File: config.mk
export PLATFORM = sky130hd
export DESIGN_NAME = updown_ctr_bank
export DESIGN_NICKNAME = d
export VERILOG_FILES = /design/src/rtl/updown_ctr_bank.sv
export SDC_FILE = /design/constraint.sdc
export NUM_CORES = 1
export LEC_CHECK = 0
export CELL_PAD_IN_SITES_DETAIL_PLACEMENT = 0
export CELL_PAD_IN_SITES_GLOBAL_PLACEMENT = 2
export CORE_UTILIZATION = 35
export DETAILED_ROUTE_END_ITERATION = 8
export DONT_BUFFER_PORTS = 1
export GPL_TIMING_DRIVEN = 0
export PLACE_DENSITY = 0.87
export RECOVER_POWER = 50
export REMOVE_ABC_BUFFERS = 1
export SYNTH_ARGS = -nofsm -noshare
export SYNTH_HDL_FRONTEND = slang
export SYNTH_SLANG_ARGS = --single-unit
export TNS_END_PERCENT = 20
File: constraint.sdc
create_clock -name clk -period 2.1 [get_ports clk]
set_input_delay 0.63 -clock clk [delete_from_list [all_inputs] [get_ports clk]]
set_output_delay 0.63 -clock clk [all_outputs]
set_load 0.02 [all_outputs]
File: src/rtl/updown_ctr_bank.sv
// Bank of NCH debounced up/down counters with per-channel load, wrap/saturate mode
// and status flags. Raw inc/dec inputs are synchronised, debounced and edge-detected.
module updown_ctr_bank #(
   parameter int unsigned NCH       = 4,
   parameter int unsigned WIDTH     = 5,
   parameter int unsigned MAXVAL    = 22,
   parameter int unsigned WRAP      = 0,
   parameter int unsigned DB_CYCLES = 4
) (
   input  logic                   clk,
   input  logic                   reset,
   input  logic [NCH-1:0]         inc,
   input  logic [NCH-1:0]         dec,
   input  logic [NCH-1:0]         load,
   input  logic [WIDTH-1:0]       load_val,
   output logic [NCH*WIDTH-1:0]   count,
   output logic [NCH-1:0]         changed,
   output logic [NCH-1:0]         at_max,
   output logic [NCH-1:0]         at_zero
);

   localparam int unsigned NIN = 2 * NCH;
   localparam int unsigned CW  = $clog2(DB_CYCLES + 1);

   localparam logic [CW-1:0]    StabLast = CW'(DB_CYCLES - 1);
   localparam logic [WIDTH-1:0] MaxV     = WIDTH'(MAXVAL);
   localparam logic [WIDTH-1:0] ZeroV    = '0;
   localparam logic [WIDTH-1:0] OneV     = WIDTH'(1);

   // inc channels occupy the low half, dec channels the high half
   logic [NIN-1:0] raw;
   logic [NIN-1:0] sync1_q, sync2_q;
   logic [NIN-1:0] db_q, db_d, db_prev_q;
   logic [CW-1:0]  stab_q [NIN];
   logic [CW-1:0]  stab_d [NIN];
   logic [NIN-1:0] rise;
   logic [NCH-1:0] inc_ev, dec_ev;

   logic [WIDTH-1:0] cnt_q [NCH];
   logic [WIDTH-1:0] cnt_d [NCH];
   logic [NCH-1:0]   changed_q, changed_d;
   logic [WIDTH-1:0] load_clamped;

   assign raw          = {dec, inc};
   assign rise         = db_q & ~db_prev_q;
   assign inc_ev       = rise[NCH-1:0];
   assign dec_ev       = rise[NIN-1:NCH];
   assign load_clamped = (load_val > MaxV) ? MaxV : load_val;

   always_comb begin
      for (int j = 0; j < NIN; j++) begin
         stab_d[j] = stab_q[j];
         db_d[j]   = db_q[j];
         if (sync2_q[j] != db_q[j]) begin
            if (stab_q[j] == StabLast) begin
               db_d[j]   = ~db_q[j];
               stab_d[j] = '0;
            end else begin
               stab_d[j] = stab_q[j] + CW'(1);
            end
         end else begin
            stab_d[j] = '0;
         end
      end
   end

   always_comb begin
      changed_d = '0;
      for (int i = 0; i < NCH; i++) begin
         cnt_d[i] = cnt_q[i];
         if (load[i]) begin
            cnt_d[i] = load_clamped;
         end else if (inc_ev[i] && !dec_ev[i]) begin
            if (cnt_q[i] == MaxV) begin
               cnt_d[i] = (WRAP != 0) ? ZeroV : MaxV;
            end else begin
               cnt_d[i] = cnt_q[i] + OneV;
            end
         end else if (dec_ev[i] && !inc_ev[i]) begin
            if (cnt_q[i] == ZeroV) begin
               cnt_d[i] = (WRAP != 0) ? MaxV : ZeroV;
            end else begin
               cnt_d[i] = cnt_q[i] - OneV;
            end
         end
         changed_d[i] = (cnt_d[i] != cnt_q[i]);
      end
   end

   always_ff @(posedge clk) begin
      if (reset) begin
         sync1_q   <= '0;
         sync2_q   <= '0;
         db_q      <= '0;
         db_prev_q <= '0;
         changed_q <= '0;
         for (int j = 0; j < NIN; j++) begin
            stab_q[j] <= '0;
         end
         for (int i = 0; i < NCH; i++) begin
            cnt_q[i] <= '0;
         end
      end else begin
         sync1_q   <= raw;
         sync2_q   <= sync1_q;
         db_q      <= db_d;
         db_prev_q <= db_q;
         changed_q <= changed_d;
         for (int j = 0; j < NIN; j++) begin
            stab_q[j] <= stab_d[j];
         end
         for (int i = 0; i < NCH; i++) begin
            cnt_q[i] <= cnt_d[i];
         end
      end
   end

   always_comb begin
      count   = '0;
      at_max  = '0;
      at_zero = '0;
      for (int i = 0; i < NCH; i++) begin
         count[i*WIDTH +: WIDTH] = cnt_q[i];
         at_max[i]               = (cnt_q[i] == MaxV);
         at_zero[i]              = (cnt_q[i] == ZeroV);
      end
   end

   assign changed = changed_q;

endmodule

==> impl_metrics.tcl <==
set metrics [dict create \
    critPathLaunchType "flop" \
    num_vias 3639 \
    drc 0 \
    ant_nets 0 \
    ff2ff_setup_slack_ns 0.06 \
    failed_checks "negative setup slack" \
    nets 558 \
    yosysSeqAreaShare 0.354 \
    syn_to_final_growth_pct 12.0 \
    yosys.area.top_type "dfxtp_1" \
    end_kind "output port" \
    synth_edf_count 0 \
    antenna_found_initial 0 \
    crit_fanout 6 \
    tritoncts "yes" \
    clkTransAtPathRegs_ns 0.06 \
    vdd_drop_max_mv 0.469 \
    globalRoute.totalOverflow 0 \
    place_area_mm2 0.00456 \
    fin_crit_ns 2.16 \
    slew_headroom 0.498 \
    cts_root_buf "clkbuf_16" \
    rsz0062_at_grt "yes" \
    syn_inst 526 \
    tightest_slew_ns 0.753 \
    cts_hold_buf 0 \
    cp.arrival_ns 1.53 \
    crit_end "at_zero[0]" \
    grt_pass1_wl_um 16800 \
    cts_buffers 9 \
    clockBufferDepth 2 \
    firstDrtPassIters 4 \
    place.gp.congestion 0.868 \
    viasPerCell 5.29 \
    preCtsSetupSlack_ns -0.460 \
    cp.required_ns 1.47 \
    dieWidth_um 116 \
    cts.sinks 80 \
    yosys_warnings 0 \
    status "complete, but fails checks" \
    die_h_um 116 \
    cp-startpoint "cnt_q[0][1]" \
    max_freq_ghz 0.464 \
    slew_viol_final 0 \
    dp_cells 667 \
    fin_crit_sh 1.03 \
    grt_max_degree 65 \
    drt-initial-drc-count 225 \
    r2r_cells 8 \
    r2r-start "cnt_q[0][1]" \
    power.density_mw_per_mm2 738 \
    ys_ff_latch 80 \
    async_flop_share 0 \
    n_antenna_cell 0 \
    setup_viol 2 \
    grt_pass1_vias 3402 \
    yosys.area.top_type_share 0.354 \
    hold_viol 0 \
    finalSetupTns_ns -0.0868 \
    htreeDepth 3 \
    fin_cells 688 \
    synth_top_flop_cell "dfxtp_1" \
    synth.cell_area_mm2 0.00453 \
    reg2reg_to "changed[0]" \
    power.leakage_nw 1.85 \
    clk_latency_ns 0.35 \
    drive_above_1_share 0.147 \
    design_area_mm2 0.00507 \
    num_rows 41 \
    portBuffers 0 \
    min_path_type "input pin to flop" \
    groute.usage.overall 0.166 \
    maxCapViolations 0 \
    yosysUniqueCellTypes 75 \
    dp_hpwl_um 6960 \
    finalPower_mw 3.75 \
    finalClockSkew_ns 0.00381 \
    routed_wl_um 10400 \
    synthTopCellsByArea "dfxtp_1 35%, ha_1 7.7%, nor2_1 4.9%" \
    start_util 0.359 \
    avgSynthCellArea_um2 8.61 \
    worst_slack_ns -0.0560 \
    worstSetupPathType "flop to output port" \
    routedWlPerCell_um 15.0 \
    ios 51 \
    dieArea_mm2 0.0134 \
    coreArea_mm2 0.0126 \
]
## area by class of cell
type                    instances  area [µm²]
fillers                      1294        7540
multi-input cells             384        2730
flip-flops and latches         80        1650
clock buffers                  12         256
well taps                     172         215
inverters                      31         136
clock inverters                 4        52.6
repair buffers                  5        35.0
## worst min path at each step
stage / startpoint / end / depth (start not counted)
finish: load[2] / cnt_q[2][3] / 1
floorplan: stab_q[0][0] / stab_q[0][0] / 1
global placement: stab_q[0][9] / stab_q[0][9] / 1
global route: reset / cnt_q[3][1] / 1
detailed placement: stab_q[0][0] / stab_q[0][0] / 1
CTS: reset / cnt_q[0][3] / 1
## metrics by stage
step,hold slack (ns),util
2_1_floorplan,0.399,-
3_3_place_gp,0.406,0.361
3_5_place_dp,0.413,0.361
4_1_cts,0.325,0.400
5_1_grt,0.330,0.402
6_report,0.351,0.402
## power by group
group / internal [mW] / switching, mW
Clock: 0.986 / 0.643
Sequential: 1.57 / 0.152
Combinational: 0.197 / 0.194
## per-layer routing
layer,GRT usage,up-vias,share of wire
li1,-,1824,-
met1,0.192,1742,0.43
met2,0.280,61,0.49
met3,0.0633,12,0.061
met4,0.0564,0,0.013
met5,0,-,0
## flip-flops by register name (all words and copies together), names as in the netlist
name,flops
sync1_q,8
changed,4
cnt_q,20
db_q,8
stab_q,24
db_prev_q,8
sync2_q,8
## kinds of logic after synthesis
group           share of synthesized area
simple gates                        0.249
compound gates                      0.175
flops                               0.354
buf+inv                            0.0674
fa+ha+maj                          0.0773
xor+xnor                           0.0406
mux                                0.0362
## Yosys cell counts (3+ instances only)
library cell,count
clkbuf_1,12
o22ai_1,5
o21a_1,3
nor3_1,11
inv_1,30
and3_1,5
nand2b_1,12
clkbuf_8,3
mux2_2,3
nor2b_1,30
o21ai_0,13
a22oi_1,3
a31oi_1,9
nand2_1,31
o21ai_1,6
or3_1,11
o211ai_1,3
dfxtp_1,80
xnor2_1,16
ha_1,28
nor2_1,59
nor4_1,3
and2b_1,5
nand4_1,4
a21oi_1,24
xor2_1,5
nand3_1,13
o31ai_1,4
buf_6,3
mux2i_1,13
buf_2,10
nor3b_1,3
a211oi_1,11
## cells in the final DEF (no fill, tap or decap), types with 13 or more instances in the layout
cell type,instances
a21oi_1,24
dfxtp_1,60
ha_1,24
inv_1,22
mux2i_1,13
nand2_1,31
nand3_1,13
nor2_1,58
nor2b_1,28
o21ai_0,13
xnor2_1,16
## timing repair
| item | 4_1_cts | 5_1_grt |
|---|---|---|
| pin swaps | 7 | 2 |
| endpoints found under the setup margin | 23 | 11 |
| setup buffers | 5 | 0 |
| resized for setup | 57 | 9 |
## critical path, cell delays in order, from the launching register on
cell and delay [ns]:
dfxtp_4 0.40, inv_4 0.08, ha_4 0.13, nor4b_4 0.57
Note: power is estimated with default switching activity, not from simulation.
